## src/rtl/wb_pkg.sv

```systemverilog
// Shared types and opcode constants for the writeback-port arbiter.
package wb_pkg;

    typedef struct packed {
        logic [4:0]  rd;
        logic [31:0] data;
        logic [2:0]  funct3;
    } lq_entry_t;

    localparam logic [6:0] OP_LOAD  = 7'b0000011;
    localparam logic [6:0] OP_RTYPE = 7'b0110011;

endpackage

```

## src/rtl/wb_load_fifo.sv

```systemverilog
// Load-return FIFO; full/empty come from pointers that carry one extra wrap bit.
module wb_load_fifo
    import wb_pkg::*;
#(
    parameter int unsigned DEPTH = 2
) (
    input  logic      i_clk,
    input  logic      i_rst_n,
    input  logic      i_push,
    input  lq_entry_t i_wdata,
    input  logic      i_pop,
    output lq_entry_t o_head,
    output logic      o_full,
    output logic      o_empty
);

    localparam int unsigned AW = $clog2(DEPTH);

    logic [AW:0] r_wptr;
    logic [AW:0] r_rptr;
    lq_entry_t   r_mem [DEPTH];
    logic        w_do_push;
    logic        w_do_pop;

    assign o_empty   = (r_wptr == r_rptr);
    assign o_full    = (r_wptr[AW] != r_rptr[AW]) && (r_wptr[AW-1:0] == r_rptr[AW-1:0]);
    // A full FIFO refuses a push even when a pop frees a slot in the same cycle.
    assign w_do_push = i_push && !o_full;
    assign w_do_pop  = i_pop && !o_empty;
    assign o_head    = r_mem[r_rptr[AW-1:0]];

    always_ff @(posedge i_clk or negedge i_rst_n) begin
        if (!i_rst_n) begin
            r_wptr <= '0;
            r_rptr <= '0;
        end else begin
            if (w_do_push) r_wptr <= r_wptr + 1'b1;
            if (w_do_pop)  r_rptr <= r_rptr + 1'b1;
        end
    end

    always_ff @(posedge i_clk) begin
        if (w_do_push) r_mem[r_wptr[AW-1:0]] <= i_wdata;
    end

endmodule

```

## src/rtl/wb_port_arbiter.sv

```systemverilog
// Register-file write-port arbiter: ALU stream vs. buffered load returns, plus load scoreboard.
// Optional starvation guard for queued loads: define WB_STARVE_GUARD_EN.
module wb_port_arbiter
    import wb_pkg::*;
#(
    parameter int unsigned LQ_DEPTH   = 2,
    parameter int unsigned STARVE_MAX = 4
) (
    input  logic        clk,
    input  logic        rst_n,
    input  logic        alu_valid,
    input  logic [4:0]  alu_rd,
    input  logic [31:0] alu_data,
    output logic        alu_stall,
    input  logic        ld_valid,
    output logic        ld_ready,
    input  logic [4:0]  ld_rd,
    input  logic [31:0] ld_data,
    input  logic [2:0]  ld_funct3,
    input  logic        iss_valid,
    input  logic [4:0]  iss_rd,
    input  logic [4:0]  rs1_addr,
    input  logic [4:0]  rs2_addr,
    output logic        rs1_busy,
    output logic        rs2_busy,
    output logic        RegWrite,
    output logic [4:0]  WB_rd_addr,
    output logic [31:0] WB_rd_data,
    output logic [2:0]  funct3,
    output logic [6:0]  opcode
);

    lq_entry_t   w_head;
    lq_entry_t   w_push_entry;
    logic        w_full;
    logic        w_empty;
    logic        w_force;
    logic        w_alu_gnt;
    logic        w_ld_gnt;
    logic [31:0] r_sb;
    logic [31:0] w_sb_next;

    assign w_push_entry = '{rd: ld_rd, data: ld_data, funct3: ld_funct3};

    wb_load_fifo #(.DEPTH(LQ_DEPTH)) u_fifo (
        .i_clk   (clk),
        .i_rst_n (rst_n),
        .i_push  (ld_valid),
        .i_wdata (w_push_entry),
        .i_pop   (w_ld_gnt),
        .o_head  (w_head),
        .o_full  (w_full),
        .o_empty (w_empty)
    );

`ifdef WB_STARVE_GUARD_EN
    localparam int unsigned SW = $clog2(STARVE_MAX + 1);
    logic [SW-1:0] r_starve;

    assign w_force   = !w_empty && (r_starve == SW'(STARVE_MAX));
    assign alu_stall = w_force && alu_valid;

    always_ff @(posedge clk or negedge rst_n) begin
        if (!rst_n) begin
            r_starve <= '0;
        end else if (w_empty || w_ld_gnt) begin
            r_starve <= '0;
        end else if (r_starve != SW'(STARVE_MAX)) begin
            r_starve <= r_starve + 1'b1;
        end
    end
`else
    logic w_unused_starve;
    assign w_unused_starve = (STARVE_MAX != 0);
    assign w_force   = 1'b0;
    assign alu_stall = 1'b0;
`endif

    assign w_alu_gnt = alu_valid && !w_force;
    assign w_ld_gnt  = !w_empty && (!alu_valid || w_force);
    assign ld_ready  = !w_full;

    // Set after clear so a same-cycle issue to the retiring register keeps it busy.
    always_comb begin
        w_sb_next = r_sb;
        if (w_ld_gnt)  w_sb_next[w_head.rd] = 1'b0;
        if (iss_valid) w_sb_next[iss_rd]    = 1'b1;
        w_sb_next[0] = 1'b0;
    end

    always_ff @(posedge clk or negedge rst_n) begin
        if (!rst_n) r_sb <= '0;
        else        r_sb <= w_sb_next;
    end

    assign rs1_busy = r_sb[rs1_addr];
    assign rs2_busy = r_sb[rs2_addr];

    always_ff @(posedge clk or negedge rst_n) begin
        if (!rst_n) begin
            RegWrite   <= 1'b0;
            WB_rd_addr <= '0;
            WB_rd_data <= '0;
            funct3     <= '0;
            opcode     <= '0;
        end else begin
            RegWrite <= 1'b0;
            if (w_alu_gnt) begin
                if (alu_rd != 5'd0) begin
                    RegWrite   <= 1'b1;
                    WB_rd_addr <= alu_rd;
                    WB_rd_data <= alu_data;
                    funct3     <= 3'b000;
                    opcode     <= OP_RTYPE;
                end
            end else if (w_ld_gnt) begin
                if (w_head.rd != 5'd0) begin
                    RegWrite   <= 1'b1;
                    WB_rd_addr <= w_head.rd;
                    WB_rd_data <= w_head.data;
                    funct3     <= w_head.funct3;
                    opcode     <= OP_LOAD;
                end
            end
        end
    end

endmodule

```

## config.mk

```make
export PLATFORM = sky130hd
export DESIGN_NAME = wb_port_arbiter
export DESIGN_NICKNAME = d
export VERILOG_FILES = /design/src/rtl/wb_pkg.sv /design/src/rtl/wb_load_fifo.sv /design/src/rtl/wb_port_arbiter.sv
export SDC_FILE = /design/constraint.sdc
export NUM_CORES = 1
export LEC_CHECK = 0
export ABC_AREA = 1
export ABC_CLOCK_PERIOD_IN_PS = 3200
export CAP_MARGIN = 10
export CORE_MARGIN = 4
export CORE_UTILIZATION = 46
export DETAILED_ROUTE_END_ITERATION = 6
export GPL_TIMING_DRIVEN = 0
export PLACE_DENSITY = 0.87
export RECOVER_POWER = 50
export SYNTH_ARGS = -nofsm -noshare
export SYNTH_HDL_FRONTEND = slang
export SYNTH_SLANG_ARGS = --single-unit
export TNS_END_PERCENT = 1
```

## constraint.sdc

```tcl
create_clock -name clk -period 3.2 [get_ports clk]
set_input_delay 0.64 -clock clk [delete_from_list [all_inputs] [get_ports clk]]
set_output_delay 0.64 -clock clk [all_outputs]
set_load 0.01 [all_outputs]
```

==> run_results.csv <==
group,metric,value,unit
pwr,powerDensity,891,mW/mm²
detailed_routing,viasPerCell,5.30,
pwr,combPwrFrac,35.3,%
timing,slew_headroom,-25.4,%
detailed_routing,drcViolationCount,0,
synthesis,synth_top_area_cell,"edfxtp_1",
timing,max_freq,329,MHz
global_route,grt_pass1_vias,6220,
run_status,status,"finished, violations left",
worst_setup_path,crit_type,"input pin to primary output",
synthesis,ys_seq_elements,158,
cts,cts_tree,"built",
worst_hold_path,hold_path_depth,2,
place,place_ws,0.0924,ns
place,placed_area,0.00895,mm²
worst_setup_path,worst_setup_path_end_kind,"primary output",
synthesis,ys_types,25,
finish,syn_to_final_growth,32.4,%
synthesis,ys_warn_count,0,
die,die_h,133,µm
timing,skew,0.00421,ns
timing,setup_violations,0,
place,port_buffers,140,
die,ios,149,
place,dp_hpwl,14.5,mm
timing,rsz0062_at_grt,"true",
cts,ctsRootBufferMaster,"clkbuf_16",
synthesis,yosys-top-cells-area,"edfxtp_1, dfrtp_1, nand2_1, nand3_1, nor2_1",
detailed_routing,totalWireLength,20.1,mm
pwr,power,8.46,mW
global_route,grt_max_degree,48,
die,core_area,0.0153,mm²
worst_hold_path,min_path_type,"register to register",
detailed_routing,wl_met1,7.34,mm
worst_setup_path,worstReg2RegStart,"u_fifo.r_rptr[0]",
cts,cts.path.max_buffers,2,
die,fp-row-count,45,
cts,insertion_delay,0.42,ns
cts,cts_sinks,158,
synthesis,syn_area,0.00718,mm²
timing,slew_violations,71,
detailed_routing,drtIter0Drc,476,
place,dp_cells,1165,
pwr,p_sw,3.05,mW
cts,numCtsBuffers,17,
synthesis,yosysTopAreaCellShare,33.5,%
die,die_area,0.0177,mm²
worst_setup_path,cp.arrival,2.40,ns
finish,multiInputGateArea,0.00245,mm²
worst_setup_path,required,2.56,ns
global_route,antenna_found_initial,7,
worst_setup_path,crit_path_max_fanout,10,
global_route,overflow,0,
pwr,p_sw_share,36.0,%
cts,cts_resized,0,
finish,layout-drive-gt1-share,6.69,%
detailed_routing,topRoutingLayerUsed,"met5",
cts,cts_setup_buffers,0,
place,gp_congestion,0.945,
detailed_routing,ant_nets,0,
detailed_routing,wl_met3,1.83,mm
pwr,p_leak,4.08,nW
pwr,seqPwrFrac,41.1,%
die,start_util,47.0,%
pwr,p_clk_share,23.6,%
timing,period_share,95.0,%
cts,htreeDepth,4,
global_route,grt_pass1_wl,31.6,mm
worst_setup_path,r2r_end,"u_fifo.r_mem[1][29]",
timing,period_minus_slack,3.04,ns
finish,final_area,0.00950,mm²
finish,nets,1070,
finish,nFillCells,1187,
detailed_routing,vias,6369,
timing,worst_slew_pin_slew,1.87,ns
run,drv_cap,3,
detailed_routing,met2_length,10.3,mm
worst_setup_path,crit_path_start_kind,"input pin",
cts,hold_buffers,0,
timing,hold_viol_final,0,
global_route,grt_usage,22.6,%
worst_hold_path,hold_end,"WB_rd_addr[4]",
detailed_routing,post_drt_wl_per_cell,16.8,µm
cts,clkTransAtPathRegs,0.06,ns
synthesis,syn_inst,808,
synthesis,synth.avg_cell_area,8.88,µm²
pwr,power.internal,5.41,mW
die,die_width,133,µm
pwr,ir_drop,0.594,mV
worst_setup_path,r2r_cells,6,
synthesis,ys_seq_area_share,60.7,%
finish,final_cells,1201,
detailed_routing,first_pass_iters,5,
run_status,violations,"capacitance limit, slew limit",
worst_setup_path,r2r_slack,0.24,ns
worst_hold_path,hp-start,"WB_rd_addr[4]",
timing,finalWorstSetupSlack,0.161,ns
finish,register_area,0.00435,mm²
## metrics by stage
stage | setup TNS (ns) | utilization, % | hold WS [ns]
after global placement | -174.30 | 58.0 | 0.453
after CTS | 0 | 62.5 | 0.164
after global routing | -0.0150 | 62.2 | 0.488
after detailed placement | 0 | 58.6 | 0.457
final | 0 | 62.2 | 0.470
after floorplan | 0 | - | 0.344
## cells in the mapped netlist, drive strengths merged
cell type,count
conb,1
inv,39
nor2,58
dfrtp,78
buf,27
nand2,321
xor2,2
nand3,99
o21ai,46
edfxtp,80
nor3,4
clkinv,1
a31oi,32
a21oi,2
xnor2,2
clkbuf,16
## worst max-delay path, stage by stage
cell and delay (ns):
clkbuf_1 0.30, inv_1 0.20, buf_2 0.24, nand2_1 0.08, nand3_1 0.08, nand3_1 0.10, nand3_1 0.07, nand2_1 0.07
nand2_1 0.04, nand2_1 0.05, clkdlybuf4s50_1 0.52
## flip-flops by register name, indices dropped and copies added, names as in the netlist
signal / cells
u_fifo.r_wptr: 2
WB_rd_addr: 5
opcode: 2
RegWrite: 1
funct3: 3
u_fifo.r_rptr: 2
u_fifo.r_mem: 80
r_sb: 31
WB_rd_data: 32
## metal layers
metal  GRT usage (%)  up-vias
li1                -     3003
met1            26.1     2935
met2            39.6      370
met3            6.58       55
met4            8.55        6
met5               0        -
## worst max-delay path by stage
| stage | from | to | slack, ns | cells after the start |
|---|---|---|---|---|
| finish | rs1_addr[0] | rs1_busy | 0.16 | 11 |
| global route | rs1_addr[0] | rs1_busy | -0.02 | 11 |
| CTS | rs2_addr[0] | rs2_busy | 0.09 | 11 |
| detailed placement | rs2_addr[0] | rs2_busy | 0.09 | 11 |
| global placement | rst_n | r_sb[22] | -1.17 | 1 |
| floorplan | u_fifo.r_rptr[0] | u_fifo.r_mem[1][0] | 0.1 | 5 |
## power groups by stage
stage               sequential [mW]  combinational (mW)  clock [mW]
floorplan                      3.48                1.55           0
global placement               3.48                2.80           0
detailed placement             3.47                2.99           0
CTS                            3.46                3.03        2.00
global route                   3.55                3.30        2.09
finish                         3.48                2.99        1.99
## cells in the final DEF, fill, tap and decap left out, types with 2 or more instances in the layout
cell / count
clkbuf_16: 17
xor2_1: 2
buf_2: 14
nand2_1: 319
inv_1: 38
o21ai_0: 42
a21oi_1: 2
o21ai_1: 4
xnor2_1: 2
nor2_1: 57
buf_4: 6
nor3_1: 4
conb_1: 4
clkdlybuf4s50_1: 98
inv_6: 7
buf_6: 4
clkinv_1: 2
buf_16: 2
clkinvlp_4: 3
clkinv_2: 2
dfrtp_1: 78
bufinv_16: 2
clkbuf_2: 4
dlygate4sd3_1: 41
clkbuf_1: 16
diode_2: 4
nand3_1: 98
a31oi_1: 32
edfxtp_1: 80
## layout make-up
type                            count  share of cell area (%)
Multi-Input combinational cell    570                    25.8
Timing Repair Buffer              143                    15.3
Sequential cell                   158                    45.8
Clock buffer                       17                    4.48
Inverter                           40                    1.58
Tap cell                          211                    2.78
Clock inverter                     15                    1.66
Antenna cell                        4                   0.105
Buffer                             43                    2.48
## cells by family (layout without fill, tap and decap cells)
kind of cell / Yosys count / count (layout) / synth area share [%]
and+or+nand+nor: 482 / 482 / 27.3
DFF: 158 / 158 / 60.7
buffers and inverters: 83 / 258 / 5.39
AOI/OAI and AO/OA: 80 / 80 / 6.14
xor gates and xnor gates: 4 / 4 / 0.488
other: 1 / 8 / 0.0523
(Power assumes the default switching activity.)
